--- src/rtl/spi_pkg.sv ---
// spi_pkg: shared state encoding, default sizing and counter-width helper for the SPI byte master
package spi_pkg;
  typedef enum logic [1:0] {IDLE, XFER, DONE} state_t;
  localparam int N_DEF = 8;
  localparam int CLK_DIV_DEF = 4;
  function automatic int cnt_w(input int n);
    return (n <= 2) ? 1 : $clog2(n);
  endfunction
endpackage

--- src/rtl/spi_clk_div.sv ---
// spi_clk_div: emits sclk rise/fall strobes every CLK_DIV clks while enabled
module spi_clk_div
  import spi_pkg::*;
#(
  parameter int CLK_DIV = CLK_DIV_DEF
) (
  input  logic clk,
  input  logic reset,
  input  logic i_en,
  output logic o_rise,
  output logic o_fall
);
  localparam int W = cnt_w(CLK_DIV);
  logic [W-1:0] r_cnt;
  logic         r_ph;
  logic         w_tick;
  assign w_tick = i_en && (r_cnt == W'(CLK_DIV - 1));
  assign o_rise = w_tick && !r_ph;
  assign o_fall = w_tick && r_ph;
  // half-period counter; phase flips each tick, held cleared while disabled so the first tick is a rise
  always_ff @(posedge clk) begin
    if (reset || !i_en) begin
      r_cnt <= '0;
      r_ph  <= 1'b0;
    end else if (w_tick) begin
      r_cnt <= '0;
      r_ph  <= ~r_ph;
    end else begin
      r_cnt <= r_cnt + 1'b1;
    end
  end
endmodule

--- src/rtl/spi_byte_master.sv ---
// spi_byte_master: mode-0 full-duplex SPI master, one N-bit word per en request (SPI_MSB_FIRST_EN selects MSB-first)
module spi_byte_master
  import spi_pkg::*;
#(
  parameter int N       = N_DEF,
  parameter int CLK_DIV = CLK_DIV_DEF
) (
  input  logic         clk,
  input  logic         reset,
  input  logic         en,
  input  logic [N-1:0] datain,
  input  logic         miso,
  output logic [N-1:0] dataout,
  output logic         done,
  output logic         mosi,
  output logic         cs,
  output logic         sclk
);
  localparam int BW = cnt_w(N);
  state_t        r_state;
  logic [N-1:0]  r_tx;
  logic [N-1:0]  r_rx;
  logic [N-1:0]  r_dataout;
  logic [BW-1:0] r_bit;
  logic          r_cs;
  logic          r_sclk;
  logic          r_mosi;
  logic          r_done;
  logic          w_rise;
  logic          w_fall;
  logic [N-1:0]  w_tx_next;
  logic [N-1:0]  w_rx_next;
  logic          w_first;
  logic          w_next_bit;
`ifdef SPI_MSB_FIRST_EN
  assign w_first    = datain[N-1];
  assign w_tx_next  = r_tx << 1;
  assign w_next_bit = w_tx_next[N-1];
  assign w_rx_next  = {r_rx[N-2:0], miso};
`else
  assign w_first    = datain[0];
  assign w_tx_next  = r_tx >> 1;
  assign w_next_bit = w_tx_next[0];
  assign w_rx_next  = {miso, r_rx[N-1:1]};
`endif
  spi_clk_div #(.CLK_DIV(CLK_DIV)) u_div (
    .clk   (clk),
    .reset (reset),
    .i_en  (r_state == XFER),
    .o_rise(w_rise),
    .o_fall(w_fall)
  );
  // transfer FSM: all pin-facing outputs are registered so cs/sclk never glitch
  always_ff @(posedge clk) begin
    if (reset) begin
      r_state   <= IDLE;
      r_tx      <= '0;
      r_rx      <= '0;
      r_dataout <= '0;
      r_bit     <= '0;
      r_cs      <= 1'b1;
      r_sclk    <= 1'b0;
      r_mosi    <= 1'b0;
      r_done    <= 1'b0;
    end else begin
      case (r_state)
        IDLE: if (en) begin
          r_tx    <= datain;
          r_rx    <= '0;
          r_bit   <= '0;
          r_cs    <= 1'b0;
          r_mosi  <= w_first;
          r_state <= XFER;
        end
        XFER: if (w_rise) begin
          r_sclk <= 1'b1;
          r_rx   <= w_rx_next;
        end else if (w_fall) begin
          r_sclk <= 1'b0;
          r_tx   <= w_tx_next;
          r_mosi <= w_next_bit;
          if (r_bit == BW'(N - 1)) begin
            r_cs      <= 1'b1;
            r_done    <= 1'b1;
            r_dataout <= r_rx;
            r_mosi    <= 1'b0;
            r_state   <= DONE;
          end else begin
            r_bit <= r_bit + 1'b1;
          end
        end
        DONE: if (!en) begin
          r_done  <= 1'b0;
          r_state <= IDLE;
        end
        default: r_state <= IDLE;
      endcase
    end
  end
  assign dataout = r_dataout;
  assign done    = r_done;
  assign mosi    = r_mosi;
  assign cs      = r_cs;
  assign sclk    = r_sclk;
endmodule

--- config.mk ---
export PLATFORM = sky130hd
export DESIGN_NAME = spi_byte_master
export DESIGN_NICKNAME = d
export VERILOG_FILES = /design/src/rtl/spi_pkg.sv /design/src/rtl/spi_clk_div.sv /design/src/rtl/spi_byte_master.sv
export SDC_FILE = /design/constraint.sdc
export NUM_CORES = 1
export LEC_CHECK = 0
export ABC_AREA = 1
export CORE_ASPECT_RATIO = 1.1
export CORE_UTILIZATION = 50
export CTS_BUF_LIST = sky130_fd_sc_hd__clkbuf_8 sky130_fd_sc_hd__clkbuf_16
export CTS_CLUSTER_SIZE = 20
export DETAILED_ROUTE_END_ITERATION = 6
export PLACE_DENSITY = 0.77
export SLEW_MARGIN = 30
export SYNTH_ARGS = -nofsm -noshare
export SYNTH_HDL_FRONTEND = slang
export SYNTH_HIERARCHICAL = 1
export SYNTH_SLANG_ARGS = --single-unit
export TNS_END_PERCENT = 100
--- constraint.sdc ---
create_clock -name clk -period 2.5 [get_ports clk]
set_clock_uncertainty 0.15 [all_clocks]
set_input_delay 0.75 -clock clk [delete_from_list [all_inputs] [get_ports clk]]
set_output_delay 0.75 -clock clk [all_outputs]
set_load 0.01 [all_outputs]
Word level (Yosys, flattened, before mapping)

Cells that the tools add are included.

Add/sub/neg operators: 2
Equal/unequal tests: 11
Muxes and demuxes: 32
Bitwise gates (word level): 2
Reduce and logical (&&, ||, !) cells: 19

Operators by type and width:

| kind                                                            | number |
|---|---|
| 8-bit 2-to-1 mux                                                | 5 |
| 8-bit case mux with 2 select lines                              | 2 |
| 5-bit AND reduction                                             | 4 |
| 2-bit != test, second input constant                            | 7 |
| 3-bit 2-to-1 mux                                                | 4 |
| 1-bit 2-to-1 mux                                                | 11 |
| 2-bit 2-to-1 mux                                                | 5 |
| 4-bit AND reduction                                             | 2 |
| 1-bit case mux with 2 select lines                              | 3 |
| 2-bit case mux with 3 select lines                              | 1 |
| 3-bit case mux with 2 select lines                              | 1 |
| 2-bit nonzero test                                              | 3 |
| 2-bit == test, second input constant                            | 2 |
| 3-bit by 1-bit adder with 3-bit output, second input constant   | 1 |
| 3-bit == test, second input constant                            | 1 |
| 1-bit logical AND                                               | 3 |
| 3-bit AND reduction                                             | 1 |
| 2-bit by 1-bit adder with 2-bit output, second input constant   | 1 |
| 2-bit by 1-bit == test with 1-bit output, second input constant | 1 |
| 1-bit zero test                                                 | 2 |
| 2-bit zero test                                                 | 1 |
| 1-bit NOT                                                       | 2 |
| 2-bit AND reduction                                             | 1 |
| 2-bit OR reduction                                              | 1 |
| 1-bit logical OR                                                | 1 |

Register bits after elaboration: 36
Input port bits: 12
Output and inout port bits: 12
Word-level logic and storage cells: 77

Depth between registers and ports, before layout

Gate-level depths: netlist of the first run.

Depth after elaboration: 6
Depth in mapped cells: 14
Depth with buffers taken out: 12

Hierarchy

Netlist of the first run, hierarchy kept.

Modules (own cells, without submodules):

| module          | times used | cells each | area an instance (sq um) | sequential area each (sq um) |
|---|---|---|---|---|
| spi_byte_master | 1          | 183        | 1381.3                   | 640.6 |
| spi_clk_div     | 1          | 18         | 127.6                    | 60.1 |

Least setup slack after synthesis of the first run

OpenSTA, ideal clock, no wires.

Kind: register to register
Start: register r_state[0]
End: register r_tx[1]
Library setup time: 116 ps
Arrival time: 1711 ps
Data required time: 2234 ps
Path slack: 523 ps
Cell stages (with the launch flop): 13
Path buffers: 3
Clock period less this slack: 1977 ps
Path through: dfxtp_1 > inv_2 > nor2_4 > buf_6 > buf_4 > nand2_1 > nor2_1 > nor2_1 > nand2_1 > nand2_2 > buf_4 > o21ai_0 > nor2_1

Cells in the longest elaborated chain, start to end: 5
Elaborated cells between the ends (all ways): 11
Those cells by class: eq/ne (4); mux (1); reduce/logical (6)

Ends and longest elaborated chain:

| element                                  | line                  | RTL |
|---|---|---|
| start, declared                          | spi_byte_master.sv:20 | `state_t r_state;` |
| start signal, assigned                   | spi_byte_master.sv:56 | `r_state <= IDLE;` |
| start signal, assigned                   | spi_byte_master.sv:73 | `r_state <= XFER;` |
| start signal, assigned                   | spi_byte_master.sv:87 | `r_state <= DONE;` |
| 2-bit by 1-bit == test with 1-bit output | spi_byte_master.sv:49 | `.i_en (r_state == XFER),` |
| 1-bit logical AND                        | spi_clk_div.sv:17     | `assign w_tick = i_en && (r_cnt == W'(CLK_DIV - 1));` |
| 1-bit logical AND                        | spi_clk_div.sv:18     | `assign o_rise = w_tick && !r_ph;` |
| via w_rise                               | spi_byte_master.sv:29 | `logic w_rise;` |
| 2-bit != test (no line)                  | -                     |  |
| 4-bit AND reduction (no line)            | -                     |  |
| end signal, assigned                     | spi_byte_master.sv:68 | `r_tx <= datain;` |
| end signal, assigned                     | spi_byte_master.sv:80 | `r_tx <= w_tx_next;` |
| end, declared                            | spi_byte_master.sv:21 | `logic [N-1:0] r_tx;` |

The timed path passes the listed nets, and every way through them passes these cells.
A chain may end at the register's enable or synchronous reset.

Worst setup path in the final report of the first run

Start: register r_done, in the netlist done
End: output port done

RTL lines:

| element                | line                  | RTL |
|---|---|---|
| start, declared        | spi_byte_master.sv:28 | `logic r_done;` |
| start signal, assigned | spi_byte_master.sv:64 | `r_done <= 1'b0;` |
| start signal, assigned | spi_byte_master.sv:84 | `r_done <= 1'b1;` |
| start signal, assigned | spi_byte_master.sv:93 | `r_done <= 1'b0;` |
| end, declared          | spi_byte_master.sv:14 | `output logic done,` |

No word-level cell between the ends.

==> impl_metrics.toml, run 1 <==
[status]
status = "finished, final reports clean"

[yosys]
synth.area.top_cells = "dfxtp_1, nand2_1, nor2_1, o21ai_0, a21oi_1"
synth_area_leader_cell = "dfxtp_1"
yosysUniqueCellTypes = 27
synth-seq-area-share_pct = 46.4
syn_inst = 201
synth_top_area_share_pct = 46.4
yosysMostFrequentCell = "nand2_1"
synthesis.area_per_instance_um2 = 7.51
yosys_warnings = 6
async_reset_ff_share_pct = 0
synth_area_mm2 = 0.00151
synth-seq-cells = 35
syn_nets = 216
ys.flop_type = "dfxtp_1"
ys_top_cells_by_count = "nand2_1, nor2_1, dfxtp_1"
synth-edff-count = 0

[route]
antenna_left = 0
wl_per_cell_um = 11.4
totalWireLength_mm = 2.96
drtIter0Drc = 39
firstDrtPassIters = 4
drc = 0
viasPerCell = 5.08
vias = 1320

[setup_path]
cp_slowest_stage_delay_ps = 540
critPathKind = "flip-flop to primary output"
end_kind = "primary output"
rr_endpoint = "r_bit[0]$_SDFFE_PP0P_"
path_max_fanout = 2
critPathBufInv = 1
rr_startpoint = "r_state[0]$_SDFFE_PP0P_"
required_ps = 1600
critPathTopFamily = "buffers and inverters"
worst-r2r-cell-count = 12
crit_chain = "clkdlybuf4s50_1"
cpMaxStageDelayCell = "clkdlybuf4s50_1"
cp.arrival_ps = 1170
worstSetupStartpointType = "flip-flop"
r2r_slack_ps = 490

[clock_network]
clkLatencyLatePin_ps = 280
clk_pin_slew_ps = 70
clockBufferDepth = 2
clock-sinks = 35
post_cts_buffers = 0
cts_buffers = 5
cts-htree-levels = 2
root_buffer = "clkbuf_8"
cts_hold_buf = 0
post_cts_resized = 0
cts_tree = "yes"

[worst_hold_path]
hold_end = "u_div/r_cnt[0]$_SDFF_PP0_"
holdPathStages = 1
holdCritStartpoint = "u_div/r_cnt[0]$_SDFF_PP0_"
hold_path.class = "flip-flop to flip-flop"

[timing]
setup_violations = 0
max_clock_freq_ghz = 0.483
rsz0062_at_grt = "no"
slew_violations = 0
slew_headroom_pct = 56.1
fin_crit_ps = 2070
max_slew.worst_pin.slew_ps = 657
period_share_pct = 82.7
fin_tns_setup_ps = 0
hold_violations = 0

[floorplanning]
ios = 24
core_mm2 = 0.00283
start_util_pct = 53.4
dieArea_mm2 = 0.00324
die_x_um = 54.4
rows = 20
die_h_um = 59.6

[pwr]
p_seq_share_pct = 51.7
p_sw_uw = 278
ir_drop_v = 0.000506
intPower_uw = 888
powerDensity_mw_per_mm2 = 636
p_leak_nw = 0.777
fin_total_pwr_mw = 1.17
p_clk_share_pct = 36.9
swShare_pct = 23.9
p_comb_share_pct = 11.5

[flow_run]
maxCapViolations = 0

[global_route]
antenna_found_initial = 0
grt_pass1_vias = 1168
overflow = 0
grt_usage_pct = 21.6
grt_pass1_wl_mm = 4.95
grt_max_degree = 27

[cells_and_area]
fin_nets = 241
area_delta_synth_final_pct = 21.6
layout-drive-gt1-share_pct = 10.1
antenna_cells = 0

[placed_design]
port_buffers = 23
dpl.hpwl_mm = 2.02
gp_congestion = 0.759
per-stage QoR:
step	worst slack, ps	utilization, %	std cells	hold WS (ps)	cell area [um^2]
global route	268	64.9	260	293	1840
detailed placement	240	61.4	252	269	1740
global placement	292	61.4	252	255	1740
finish	431	64.9	260	274	1840
floorplan	523	-	201	247	1510
CTS	424	64.9	260	279	1840
cells by family after synthesis:
logic type | count (synthesis) | synth area share [%]
compound gates | 41 | 14.9
simple gates | 100 | 28.4
buf+inv | 22 | 7.71
fa+ha+maj | 3 | 2.49
flops | 35 | 46.4
state kept, by name (all words and copies together) (netlist names), 2 cells and up:
| name | count |
|---|---|
| dataout | 8 |
| r_rx | 8 |
| r_tx | 7 |
| r_bit | 3 |
| r_state | 2 |
| u_div/r_cnt | 2 |
layout by cell type (no fill, tap or decap), types with 6 or more instances in the layout:
master           instances
clkbuf_8                 7
clkdlybuf4s50_1         23
a21oi_1                 14
nand3_1                  6
nand2_1                 46
inv_1                   14
nor2_1                  38
o21ai_0                 18
dfxtp_1                 35
power by group through the flow:
stage | Combinational (mW) | Clock [mW] | Sequential, mW
after floorplan | 0.0955 | 0 | 0.612
after global placement | 0.129 | 0 | 0.613
after detailed placement | 0.134 | 0 | 0.614
after CTS | 0.134 | 0.439 | 0.602
after global routing | 0.152 | 0.465 | 0.605
final | 0.134 | 0.430 | 0.603
layer usage:
layer  up-vias  part of all wire (%)  GRT usage [%]
li1        692                     -              -
met1       592                    46           26.2
met2        29                    47           34.5
met3         7                   4.5           5.64
met4         0                   2.1           11.0
met5         -                     0              0
worst max-delay path by stage:
| stage | from | endpoint | slack (ps) | cells after the start |
|---|---|---|---|---|
| after floorplan | r_state[0]$_SDFFE_PP0P_ | r_tx[1]$_SDFFE_PP0P_ | 520 | 12 |
| after global placement | en | r_tx[4]$_SDFFE_PP0P_ | 290 | 6 |
| after detailed placement | en | r_tx[6]$_SDFFE_PP0P_ | 240 | 6 |
| after CTS | done$_SDFFE_PP0P_ | done | 420 | 1 |
| after global routing | r_state[0]$_SDFFE_PP0P_ | r_bit[0]$_SDFFE_PP0P_ | 270 | 12 |
| final | done$_SDFFE_PP0P_ | done | 430 | 1 |
layout make-up:
class / instances / area (um^2)
clock buffers: 7 / 96.3
clock inverters: 1 / 3.75
fillers: 242 / 992
inverters: 15 / 56.3
multi-input cells: 144 / 692
flip-flops and latches: 35 / 701
well taps: 33 / 41.3
repair buffers: 25 / 245
No activity file was read; power rests on OpenSTA's default activity.
==> run 2: changes to the inputs <==
--- a/config.mk
+++ b/config.mk
@@ -7,11 +7,11 @@
 export LEC_CHECK = 0
 export ABC_AREA = 1
 export CORE_ASPECT_RATIO = 1.1
-export CORE_UTILIZATION = 50
+export CORE_UTILIZATION = 47
 export CTS_BUF_LIST = sky130_fd_sc_hd__clkbuf_8 sky130_fd_sc_hd__clkbuf_16
 export CTS_CLUSTER_SIZE = 20
 export DETAILED_ROUTE_END_ITERATION = 6
-export PLACE_DENSITY = 0.77
+export PLACE_DENSITY = 0.76
 export SLEW_MARGIN = 30
 export SYNTH_ARGS = -nofsm -noshare
 export SYNTH_HDL_FRONTEND = slang
==> constraint.sdc (replaced) <==
create_clock -name clk -period 1.9 [get_ports clk]
set_clock_uncertainty 0.15 [all_clocks]
set_input_delay 0.57 -clock clk [delete_from_list [all_inputs] [get_ports clk]]
set_output_delay 0.57 -clock clk [all_outputs]
set_load 0.01 [all_outputs]
==> run 2 against run 1 <==
  * Global-route usage down 4.3 points
  * Critical path type unchanged
  * Non-clock buffer count increased by 4
  * Wire length fell by 2.1%
  * Largest power group unchanged
  * Final area rose by 5.7%
==> impl_metrics.toml, run 2 (synthesis gave the netlist of run 1 again) <==
[status]
status = "finished, final reports clean"

[route]
drtIter0Drc = 36
antenna_left = 0
drc = 0
firstDrtPassIters = 4
wl_per_cell_um = 10.9
vias = 1318
totalWireLength_mm = 2.90
viasPerCell = 4.97

[cells_and_area]
fillers = 265
final_util_pct = 63.7
area_delta_synth_final_pct = 28.6
layout-drive-gt1-share_pct = 13.9
final_common_cell = "nand2_1"
layout_common_cells = "nand2_1, nor2_1, dfxtp_1"
fin_nets = 245
antenna_cells = 0

[pwr]
p_leak_nw = 0.960
ir_drop_v = 0.000719
powerDensity_mw_per_mm2 = 861

[floorplanning]
start_util_pct = 49.5
die_h_um = 61.4
die_x_um = 56.0
dieArea_mm2 = 0.00344
core_mm2 = 0.00305
ios = 24
rows = 21

[setup_path]
cpMaxStageDelayCell = "clkdlybuf4s50_1"
required_ps = 1180
path_max_fanout = 2
end_kind = "primary output"
critPathBufInv = 1
critPathKind = "flip-flop to primary output"
worstSetupStartpointType = "flip-flop"
cp.arrival_ps = 1150
cp_slowest_stage_delay_ps = 530
r2r_slack_ps = 120
critPathTopFamily = "buffers and inverters"
crit_chain = "clkdlybuf4s50_1"

[global_route]
grt_usage_pct = 17.3
antenna_found_initial = 0
grt_pass1_vias = 1017
grt_max_degree = 27
overflow = 0
grt_pass1_wl_mm = 4.47

[timing]
fin_tns_setup_ps = 0
slew_violations = 0
max_clock_freq_ghz = 0.535
max_slew.worst_pin.slew_ps = 271
fin_crit_ps = 1870
setup_violations = 0
hold_violations = 0
period_share_pct = 98.4
slew_headroom_pct = 81.9

[clock_network]
root_buffer = "clkbuf_8"
cts_hold_buf = 0
cts-htree-levels = 2
clock-sinks = 35
cts_tree = "yes"
clockBufferDepth = 2
clkLatencyLatePin_ps = 290
cts_buffers = 5
clk_pin_slew_ps = 80

[placed_design]
gp_congestion = 0.814
dpl.hpwl_mm = 1.90
port_buffers = 23

[flow_run]
maxCapViolations = 0

[worst_hold_path]
hold_path.class = "flip-flop to flip-flop"
## run 2: per-layer routing
metal  vias up  global-route usage, %  wire length [um]
met1       571                   22.0              1420
li1        710                      -                 -
met3         7                   7.56               164
met5         -                      0                 0
met4         0                   8.36                60
met2        30                   25.3              1250
## run 2: per-stage QoR
| step | cell area (um^2) | worst slack, ps | hold WS [ps] | instances | power, mW |
|---|---|---|---|---|---|
| detailed placement | 1780 | 1.45 | 266 | 256 | 0.992 |
| global placement | 1780 | 34.8 | 262 | 256 | 0.990 |
| CTS | 1890 | 4.57 | 275 | 264 | 1.68 |
| global route | 1940 | -19.3 | 300 | 265 | 1.74 |
| finish | 1940 | 30.7 | 270 | 265 | 1.67 |
| floorplan | 1510 | 23.9 | 247 | 201 | 0.931 |
## run 2: worst paths after layout
path / start / end / depth (start not counted)
setup / recovery: done$_SDFFE_PP0P_ / done / 1
hold / removal: u_div/r_cnt[0]$_SDFF_PP0_ / u_div/r_cnt[0]$_SDFF_PP0_ / 1
setup reg to reg: r_state[0]$_SDFFE_PP0P_ / r_bit[2]$_SDFFE_PP0P_ / 11
hold reg to reg: u_div/r_cnt[0]$_SDFF_PP0_ / u_div/r_cnt[0]$_SDFF_PP0_ / 1
## run 2: area by class of cell
type                       instances  area, um^2  area share (%)
multi-input combinational        144         707            36.4
sequential                        35         704            36.3
timing repair buffer              29         310            16.0
clock buffer                       6        82.6            4.26
inverter                          15        58.8            3.03
tap                               34        42.5            2.19
clock inverter                     2        35.0            1.81
## run 2: report_power, final
group / switching (mW) / internal, mW / leakage [nW] / total (mW)
clock network: 0.268 / 0.424 / 0.0612 / 0.692
logic: 0.104 / 0.0830 / 0.613 / 0.187
registers: 0.0225 / 0.770 / 0.287 / 0.792
## run 2: repair_timing
| item | in CTS | in global routing |
|---|---|---|
| resized for setup | 0 | 14 |
| setup buffers | 0 | 1 |
| endpoints found under the setup margin | 0 | 29 |
==> run 3: changes to the inputs <==
--- a/config.mk
+++ b/config.mk
@@ -7,11 +7,11 @@
 export LEC_CHECK = 0
 export ABC_AREA = 1
 export CORE_ASPECT_RATIO = 1.1
-export CORE_UTILIZATION = 47
+export CORE_UTILIZATION = 45
 export CTS_BUF_LIST = sky130_fd_sc_hd__clkbuf_8 sky130_fd_sc_hd__clkbuf_16
 export CTS_CLUSTER_SIZE = 20
 export DETAILED_ROUTE_END_ITERATION = 6
-export PLACE_DENSITY = 0.76
+export PLACE_DENSITY = 0.71
 export SLEW_MARGIN = 30
 export SYNTH_ARGS = -nofsm -noshare
 export SYNTH_HDL_FRONTEND = slang
==> constraint.sdc (replaced) <==
create_clock -name clk -period 2.2 [get_ports clk]
set_clock_uncertainty 0.15 [all_clocks]
set_input_delay 0.66 -clock clk [delete_from_list [all_inputs] [get_ports clk]]
set_output_delay 0.66 -clock clk [all_outputs]
set_load 0.01 [all_outputs]
==> run 3 against run 2 <==
  * The flow now finishes with violations (DRC)
  * Largest cell class is now sequential cells
  * Critical path type unchanged
  * Highest routed layer unchanged
  * Flip-flop and latch count unchanged
  * Largest power group unchanged
  * Wire length decreased by 5.0%
  * First-iteration DRC count increased by 42%
  * Register-to-register slack improved by 150 ps
  * Via count decreased by 3.6%
  * Critical endpoint is now dataout[6]
==> impl_metrics.toml, run 3 (synthesis gave the netlist of run 1 again) <==
[status]
status = "finished with violations"
violations = "DRC"

[floorplanning]
rows = 21
start_util_pct = 48.3
dieArea_mm2 = 0.00359
die_x_um = 57.2
die_h_um = 62.7
ios = 24
core_mm2 = 0.00313

[clock_network]
cts_buffers = 5
cts-htree-levels = 2
post_cts_resized = 0
cts_hold_buf = 0
root_buffer = "clkbuf_8"
post_cts_buffers = 0
clk_pin_slew_ps = 60
clkLatencyLatePin_ps = 280
cts_tree = "yes"
clockBufferDepth = 2
clock-sinks = 35

[setup_path]
crit_chain = "clkdlybuf4s50_1"
cpMaxStageDelayCell = "clkdlybuf4s50_1"
critPathTopFamily = "buffers and inverters"
end_kind = "primary output"
path_max_fanout = 2
critPathKind = "flip-flop to primary output"
cp_slowest_stage_delay_ps = 540
critPathBufInv = 1
worstSetupStartpointType = "flip-flop"
required_ps = 1390
cp.arrival_ps = 1150

[pwr]
ir_drop_v = 0.000399
intPower_uw = 944
p_sw_uw = 315
p_leak_nw = 0.787
p_comb_share_pct = 12.1
powerDensity_mw_per_mm2 = 684
swShare_pct = 25.0
p_seq_share_pct = 54.4
p_clk_share_pct = 33.5

[cells_and_area]
fin_nets = 244
fillers = 311
final_common_cell = "nand2_1"
antenna_cells = 0
final_cell_area_mm2 = 0.00184
area_delta_synth_final_pct = 22.0
layout_common_cells = "nand2_1, nor2_1, dfxtp_1"
layout-drive-gt1-share_pct = 10.9

[route]
drtIter0Drc = 51
drc = 1
antenna_left = 0
vias = 1270
wl_per_cell_um = 10.4
firstDrtPassIters = 7
totalWireLength_mm = 2.75
viasPerCell = 4.81

[timing]
hold_violations = 0
max_slew.worst_pin.slew_ps = 272
slew_violations = 0
max_clock_freq_ghz = 0.509
setup_violations = 0
period_share_pct = 89.3
fin_crit_ps = 1960
rsz0062_at_grt = "no"
slew_headroom_pct = 81.8
fin_tns_setup_ps = 0

[worst_hold_path]
hold_path.class = "flip-flop to flip-flop"

[placed_design]
gp_congestion = 0.752
post_dp_cell_area_mm2 = 0.00176
dpl.hpwl_mm = 1.87
port_buffers = 23

[global_route]
antenna_found_initial = 0
grt_max_degree = 27
grt_pass1_wl_mm = 4.81
grt_usage_pct = 17.5
grt_pass1_vias = 1135
overflow = 0

[flow_run]
maxCapViolations = 0
run 3: changes by cell type in the layout (fill, tap and decap cells not counted), sizes merged:
cell | before | now
buf | 6 | 5
clkdlybuf4s50 | 14 | 23
clkbuf | 6 | 5
inv | 15 | 17
dlymetal6s2s | 9 | 0
bufinv | 1 | 0
run 3: through the flow:
| step | std cells | setup slack (ps) | utilization, % | hold WS [ps] | power [mW] |
|---|---|---|---|---|---|
| 6_report | 264 | 236 | 58.9 | 268 | 1.26 |
| 2_1_floorplan | 201 | 223 | - | 247 | 0.804 |
| 5_1_grt | 264 | 34.0 | 58.9 | 282 | 1.33 |
| 4_1_cts | 264 | 215 | 58.9 | 270 | 1.27 |
| 3_5_place_dp | 256 | 150 | 56.3 | 260 | 0.851 |
| 3_3_place_gp | 256 | 165 | 56.3 | 262 | 0.849 |
run 3: worst paths after layout:
| kind | startpoint | to | slack, ps | cells after the start |
|---|---|---|---|---|
| min | u_div/r_cnt[0]$_SDFF_PP0_ | u_div/r_cnt[0]$_SDFF_PP0_ | 270 | 1 |
| min reg2reg | u_div/r_cnt[0]$_SDFF_PP0_ | u_div/r_cnt[0]$_SDFF_PP0_ | 270 | 1 |
| max reg2reg | r_state[0]$_SDFFE_PP0P_ | r_tx[1]$_SDFFE_PP0P_ | 270 | 11 |
| max | dataout[6]$_SDFFE_PP0P_ | dataout[6] | 240 | 1 |
run 3: routing by layer:
metal,track usage (%),wire (um)
met1,23.7,1430
met2,25.0,1130
met3,4.35,139
met4,10.1,54
met5,0,0
run 3: worst reg2reg max path: stages (launching register included):
cell     delay [ps]
dfxtp_1         450
inv_2            90
nor2_4           90
nand2_1          60
nor2_1          160
inv_1            60
nor2_1          140
nand2_1         110
nand2_2         190
inv_1           160
nor2_1          110
nor2_1           50
run 3: power groups by stage:
stage / sequential (mW) / clock, mW / combinational (mW)
floorplan: 0.695 / 0 / 0.109
global placement: 0.698 / 0 / 0.151
detailed placement: 0.698 / 0 / 0.153
CTS: 0.684 / 0.434 / 0.154
global route: 0.687 / 0.465 / 0.174
finish: 0.684 / 0.422 / 0.153
run 3: cell type report:
class | instances | area (um^2) | area share [%]
Tap cell | 34 | 42.5 | 2.31
Timing Repair Buffer | 28 | 268 | 14.5
Clock inverter | 3 | 12.5 | 0.680
Clock buffer | 5 | 68.8 | 3.74
Multi-Input combinational cell | 144 | 692 | 37.6
Inverter | 15 | 56.3 | 3.06
Sequential cell | 35 | 701 | 38.1
